--- config.mk ---
export PLATFORM = sky130hd
export DESIGN_NAME = seq_mac_engine
export DESIGN_NICKNAME = d
export VERILOG_FILES = /design/src/rtl/seq_mac_pkg.sv /design/src/rtl/seq_mul_core.sv /design/src/rtl/seq_mac_engine.sv
export SDC_FILE = /design/constraint.sdc
export NUM_CORES = 1
export LEC_CHECK = 0
export ABC_AREA = 1
export CAP_MARGIN = 25
export CORE_UTILIZATION = 50
export CTS_CLUSTER_DIAMETER = 80
export DETAILED_ROUTE_END_ITERATION = 12
export GPL_ROUTABILITY_DRIVEN = 0
export HOLD_SLACK_MARGIN = 0.05
export PLACE_DENSITY = 0.7
export SLEW_MARGIN = 0
export SYNTH_ARGS = -nofsm -noshare
export SYNTH_HDL_FRONTEND = slang
export SYNTH_SLANG_ARGS = --single-unit
--- constraint.sdc ---
create_clock -name clk -period 2.4 [get_ports clk]
set_input_delay 0.48 -clock clk [delete_from_list [all_inputs] [get_ports clk]]
set_output_delay 0.48 -clock clk [all_outputs]
set_load 0.005 [all_outputs]
--- src/rtl/seq_mac_pkg.sv ---
// Shared constants, state encoding and width helper for the sequential MAC engine.
package seq_mac_pkg;

    localparam logic [1:0] MODE_MUL = 2'd0;
    localparam logic [1:0] MODE_MAC = 2'd1;
    localparam logic [1:0] MODE_CLR = 2'd2;

    typedef enum logic [1:0] {
        ST_IDLE   = 2'd0,
        ST_RUN    = 2'd1,
        ST_FINISH = 2'd2
    } state_t;

    // Accumulator width: full product plus guard bits.
    function automatic int calc_acc_w(input int data_w, input int acc_extra);
        return 2 * data_w + acc_extra;
    endfunction

endpackage

--- src/rtl/seq_mul_core.sv ---
// Unsigned shift-add multiplier: one partial-product step per cycle, DATA_W steps per product.
module seq_mul_core
    import seq_mac_pkg::*;
#(
    parameter int DATA_W = 8
) (
    input  logic                  clk,
    input  logic                  reset,
    input  logic                  load,
    input  logic                  step,
    input  logic [DATA_W-1:0]     a,
    input  logic [DATA_W-1:0]     b,
    output logic [2*DATA_W-1:0]   product
);

    logic [DATA_W-1:0] mcand;
    // Upper half carries one extra bit for the add; multiplier sits in the low half
    // and is consumed LSB first as the whole register shifts right.
    logic [2*DATA_W:0] p;
    logic [DATA_W:0]   upper;

    // Conditional add of the multiplicand into the upper half.
    always_comb begin
        upper = p[2*DATA_W:DATA_W] + (p[0] ? {1'b0, mcand} : '0);
    end

    // Operand load and per-cycle shift-add step.
    always_ff @(posedge clk or negedge reset) begin
        if (!reset) begin
            mcand <= '0;
            p     <= '0;
        end else if (load) begin
            mcand <= a;
            p     <= {(DATA_W + 1)'(0), b};
        end else if (step) begin
            p     <= {upper, p[DATA_W-1:0]} >> 1;
        end
    end

    assign product = p[2*DATA_W-1:0];

endmodule

--- src/rtl/seq_mac_engine.sv ---
// Start/done iterative multiply-accumulate engine with signed mode and sticky overflow.
module seq_mac_engine
    import seq_mac_pkg::*;
#(
    parameter  int DATA_W    = 8,
    parameter  int SIGNED    = 0,
    parameter  int ACC_EXTRA = 4,
    localparam int ACC_W     = calc_acc_w(DATA_W, ACC_EXTRA)
) (
    input  logic              clk,
    input  logic              reset,
    input  logic              start,
    input  logic [1:0]        mode,
    input  logic [DATA_W-1:0] din_a,
    input  logic [DATA_W-1:0] din_b,
    output logic              busy,
    output logic              done,
    output logic [ACC_W-1:0]  dout,
    output logic              ovf
);

    localparam int CNT_W = $clog2(DATA_W);

    state_t               state;
    logic [1:0]           mode_r;
    logic                 neg_r;
    logic [CNT_W-1:0]     cnt;
    logic [DATA_W-1:0]    mag_a;
    logic [DATA_W-1:0]    mag_b;
    logic                 load;
    logic [2*DATA_W-1:0]  product;
    logic [ACC_W-1:0]     prod_ext;
    logic [ACC_W:0]       sum;
    logic                 mac_ovf;

    // Operand magnitudes; -2^(DATA_W-1) negates to itself, which reads correctly as unsigned.
    always_comb begin
        mag_a = din_a;
        mag_b = din_b;
        if (SIGNED != 0) begin
            if (din_a[DATA_W-1]) mag_a = -din_a;
            if (din_b[DATA_W-1]) mag_b = -din_b;
        end
    end

    assign load = (state == ST_IDLE) && start && (mode != MODE_CLR);

    seq_mul_core #(.DATA_W(DATA_W)) u_core (
        .clk     (clk),
        .reset   (reset),
        .load    (load),
        .step    (state == ST_RUN),
        .a       (mag_a),
        .b       (mag_b),
        .product (product)
    );

    // Extend the product to accumulator width and restore the sign; the magnitude
    // never exceeds 2^(2*DATA_W-2) in signed mode so negation is exact.
    always_comb begin
        prod_ext = ACC_W'(product);
        if (neg_r) prod_ext = -prod_ext;
        sum      = {1'b0, dout} + {1'b0, prod_ext};
        if (SIGNED != 0)
            mac_ovf = (dout[ACC_W-1] == prod_ext[ACC_W-1]) && (sum[ACC_W-1] != dout[ACC_W-1]);
        else
            mac_ovf = sum[ACC_W];
    end

    // Control FSM with registered busy/done and result update.
    always_ff @(posedge clk or negedge reset) begin
        if (!reset) begin
            state  <= ST_IDLE;
            mode_r <= MODE_MUL;
            neg_r  <= 1'b0;
            cnt    <= '0;
            busy   <= 1'b0;
            done   <= 1'b0;
            dout   <= '0;
            ovf    <= 1'b0;
        end else begin
            done <= 1'b0;
            case (state)
                ST_IDLE: begin
                    if (start) begin
                        mode_r <= mode;
                        busy   <= 1'b1;
                        if (mode == MODE_CLR) begin
                            state <= ST_FINISH;
                        end else begin
                            neg_r <= (SIGNED != 0) && (din_a[DATA_W-1] ^ din_b[DATA_W-1]);
                            cnt   <= '0;
                            state <= ST_RUN;
                        end
                    end
                end
                ST_RUN: begin
                    cnt <= cnt + 1'b1;
                    if (cnt == CNT_W'(DATA_W - 1)) state <= ST_FINISH;
                end
                ST_FINISH: begin
                    case (mode_r)
                        MODE_CLR: begin
                            dout <= '0;
                            ovf  <= 1'b0;
                        end
                        MODE_MAC: begin
                            dout <= sum[ACC_W-1:0];
                            ovf  <= ovf | mac_ovf;
                        end
                        default: dout <= prod_ext;
                    endcase
                    done  <= 1'b1;
                    busy  <= 1'b0;
                    state <= ST_IDLE;
                end
                default: state <= ST_IDLE;
            endcase
        end
    end

endmodule

==> impl_metrics.json <==
{
  "ctsLongestPathBuffers": 2,
  "footprint_of_the_flip_flops_and_latches_um2": 1350,
  "number_of_antenna_violations_at_the_first_check_in_global_routing": 0,
  "grtUsageMet2": 0.433,
  "clk_sinks": 54,
  "timing.setup.critical_path_class": "reg -> reg",
  "synth_fp_nets": 614,
  "power.ir.vdd_worst_uv": 811,
  "postSynthCellCount": 564,
  "drt-total-wl_um": 9360,
  "detailedRoute.firstPassIterationCount": 5,
  "ys_seq_area_frac": 0.351,
  "drt_iter0_drc": 210,
  "post-route-cell-area_um2": 4470,
  "outcome": "complete, no violations",
  "drv.max_cap_violation_count": 0,
  "power.density_nw_per_um2": 1320,
  "htreeDepth": 2,
  "worstRegToRegCells": 11,
  "syn_avg_cell_area_um2": 6.83,
  "regToRegEndpoint": "dout[14]",
  "ordered_cell_list_for_the_critical_path": "ha_1 > fa_1 > nand2_1 > nand2_1 > nand3_1 > nand2_1 > nand2_1 > nand2_1 > nand2_1 > nand3_1 > a21oi_1",
  "critPathArrivalTime_ps": 2340,
  "crit_path_capture_type": "flop",
  "floorplan.core_area_um2": 7330,
  "numCtsBuffers": 5,
  "setup_total_negative_slack_ps": 0,
  "grt.overflow.total": 0,
  "post_cts.resized_instances": 0,
  "layout-drive-gt1-share": 0.0691,
  "critical_path.slowest_cell": "sky130_fd_sc_hd__dfrtp_1",
  "grtUsageTotal": 0.245,
  "die_h_um": 89.8,
  "buffer_ports.inserted": 43,
  "critical_path.most_common_cell": "sky130_fd_sc_hd__nand2_1",
  "grt_pass1_vias": 3500,
  "preCtsSetupSlack_ps": 326,
  "synthesis_warning_total": 0,
  "fin_crit_sh": 0.873,
  "fillers": 694,
  "vias": 3668,
  "cpLargestDelayFamily": "adder cells",
  "critPathLaunchType": "flop",
  "hold_path_class": "in -> async",
  "largest_net_degree_at_the_start_of_global_routing": 55,
  "grt.met3_usage": 0.0279,
  "fin_worst_skew_ps": 9.64,
  "final_hold_violations": 0,
  "setup-violations-final": 0,
  "unrepaired_setup_endpoints_after_global_routing": "false",
  "initial_utilization": 0.526,
  "placed_area_um2": 4370,
  "delay_of_the_slowest_cell_on_the_worst_path_ps": 520,
  "floorplan.die_area_um2": 8060,
  "regToRegStartpoint": "u_core.p[0]",
  "upper_clock_frequency_limit_ghz": 0.477,
  "timing.critical_path.fanout_max": 11,
  "insertedDiodeCount": 0,
  "period_needed_ps": 2090,
  "ys_ff_latch": 54,
  "areaGrowthSynthToFinish_pct": 16.1,
  "fin_ws_ps": 305,
  "synth_area_um2": 3850,
  "pin_count": 44,
  "synth_cell_type_count": 31,
  "postCtsSetupRepairBufs": 0,
  "slew_limit_fails": 0,
  "grt_pass1_wl_um": 16000,
  "ctsHoldBuffers": 0,
  "route.detailed.vias_per_inst": 5.19,
  "totalPowerFinal_w": 0.00590,
  "multi_input_comb_area_um2": 2140,
  "clkSlewWorstSetupHoldPaths_ps": 110,
  "timing.max_slew.rel_slack": 0.539,
  "worstMarginPinSlew_ps": 691,
  "number_of_nets_still_failing_antenna_checks_after_routing": 0,
  "cellLeakagePower_nw": 2.44,
  "required_ps": 2640,
  "num_rows": 31,
  "regToRegSetupSlack_ps": 310,
  "clock_tree.root_cell": "sky130_fd_sc_hd__clkbuf_8",
  "critPathBufInv": 0,
  "cts_tree": "done",
  "detail_route.drc_violations": 0,
  "design.final.nets": 657,
  "finish.utilization": 0.610,
  "die_x_um": 89.8,
  "routed_wire_length_per_instance_um": 13.2,
  "clock_insertion_delay_worst_skew_ps": 310,
  "grt_util_met1": 0.317,
  "grt_most_used_layer": "met2",
  "dp_hpwl_um": 7250
}
## per-stage QoR
stage | cells | hold WS (ps)
floorplan | 564 | 184
global placement | 699 | 463
detailed placement | 699 | 466
CTS | 707 | 317
global route | 707 | 326
finish | 707 | 272
## final cells by class
cell class,instances,area share
clock buffers,6,0.0185
clock inverters,2,0.00448
inverters,78,0.0660
multi-input cells,420,0.478
flip-flops and latches,54,0.302
well taps,99,0.0277
repair buffers,48,0.104
## cells in the mapped netlist
| cell | count | area share |
|---|---|---|
| sky130_fd_sc_hd__nor3_1 | 3 | 0.0039 |
| sky130_fd_sc_hd__buf_4 | 4 | 0.0078 |
| sky130_fd_sc_hd__nand3_2 | 3 | 0.0078 |
| sky130_fd_sc_hd__nand2_2 | 10 | 0.016 |
| sky130_fd_sc_hd__nand3_1 | 41 | 0.053 |
| sky130_fd_sc_hd__o21a_1 | 1 | 0.0019 |
| sky130_fd_sc_hd__a22o_1 | 3 | 0.0068 |
| sky130_fd_sc_hd__ha_1 | 27 | 0.088 |
| sky130_fd_sc_hd__a21oi_2 | 1 | 0.0023 |
| sky130_fd_sc_hd__inv_1 | 74 | 0.072 |
| sky130_fd_sc_hd__a21oi_1 | 50 | 0.065 |
| sky130_fd_sc_hd__inv_4 | 1 | 0.0016 |
| sky130_fd_sc_hd__nor2_1 | 44 | 0.043 |
| sky130_fd_sc_hd__clkbuf_1 | 3 | 0.0029 |
| sky130_fd_sc_hd__a22oi_2 | 1 | 0.0032 |
| sky130_fd_sc_hd__o21ai_2 | 1 | 0.0023 |
| sky130_fd_sc_hd__buf_2 | 4 | 0.0052 |
| sky130_fd_sc_hd__or2_2 | 2 | 0.0032 |
| sky130_fd_sc_hd__o21ai_0 | 17 | 0.022 |
| sky130_fd_sc_hd__or2_1 | 2 | 0.0032 |
| sky130_fd_sc_hd__xnor2_1 | 3 | 0.0068 |
| sky130_fd_sc_hd__buf_6 | 1 | 0.0029 |
| sky130_fd_sc_hd__a21o_1 | 1 | 0.0019 |
| sky130_fd_sc_hd__a22oi_1 | 2 | 0.0039 |
| sky130_fd_sc_hd__nor2_2 | 5 | 0.0081 |
| sky130_fd_sc_hd__nand2_1 | 193 | 0.19 |
| sky130_fd_sc_hd__nand4_1 | 7 | 0.011 |
| sky130_fd_sc_hd__dfrtp_1 | 54 | 0.35 |
| sky130_fd_sc_hd__o21ai_1 | 1 | 0.0013 |
| sky130_fd_sc_hd__fa_1 | 2 | 0.010 |
| sky130_fd_sc_hd__inv_2 | 3 | 0.0029 |
## worst max path at each step
stage                 from      endpoint  slack, ps  cells past startpoint
5_1_grt        u_core.p[0]      dout[14]        130                     11
3_5_place_dp   u_core.p[0]      dout[14]        330                     11
6_report       u_core.p[0]      dout[14]        310                     11
4_1_cts        u_core.p[0]      dout[14]        300                     11
2_1_floorplan  u_core.p[0]  u_core.p[15]        570                     13
3_3_place_gp   u_core.p[0]       dout[6]        390                      9
## placed cells by master (no fill, tap or decap), drive strengths merged, types with 7 or more instances in the layout
cell type        n
a21oi           51
nand2          203
o21ai           19
clkdlybuf4s50   42
nand3           44
nand4            7
inv             80
nor2            49
dfrtp           54
ha              27
## worst reg2reg max path: stages, from the launching register on
cell                      delay, ps
sky130_fd_sc_hd__dfrtp_1        520
sky130_fd_sc_hd__ha_1           290
sky130_fd_sc_hd__fa_1           440
sky130_fd_sc_hd__nand2_1         90
sky130_fd_sc_hd__nand2_1         80
sky130_fd_sc_hd__nand3_1         80
sky130_fd_sc_hd__nand2_1         80
sky130_fd_sc_hd__nand2_1        120
sky130_fd_sc_hd__nand2_1         70
sky130_fd_sc_hd__nand2_1         60
sky130_fd_sc_hd__nand3_1         60
sky130_fd_sc_hd__a21oi_1        140
## sequential cells by signal, indices dropped and copies added (netlist names)
register,cells
busy,1
cnt,3
done,1
dout,20
mode_r,2
ovf,1
state,2
u_core.mcand,8
u_core.p,16
## power breakdown
| group | internal (W) | switching, W | leakage (nW) |
|---|---|---|---|
| registers | 0.00129 | 0.000372 | 0.677 |
| clock network | 0.000246 | 0.000338 | 0.0537 |
| logic | 0.00142 | 0.00224 | 1.71 |
## routing by layer
| layer | vias to the layer above | share of wire |
|---|---|---|
| met5 | - | 0 |
| met1 | 1692 | 0.46 |
| met3 | 10 | 0.035 |
| met2 | 86 | 0.49 |
| li1 | 1880 | - |
| met4 | 0 | 0.014 |
## cell families after synthesis
| family | synth area share |
|---|---|
| buffers and inverters | 0.0955 |
| AND/OR/NAND/NOR | 0.338 |
| adder cells (fa/ha/maj) | 0.0981 |
| flip-flops | 0.351 |
| XOR/XNOR | 0.00682 |
| AO/OA/AOI/OAI | 0.111 |
(Power assumes the default switching activity.)
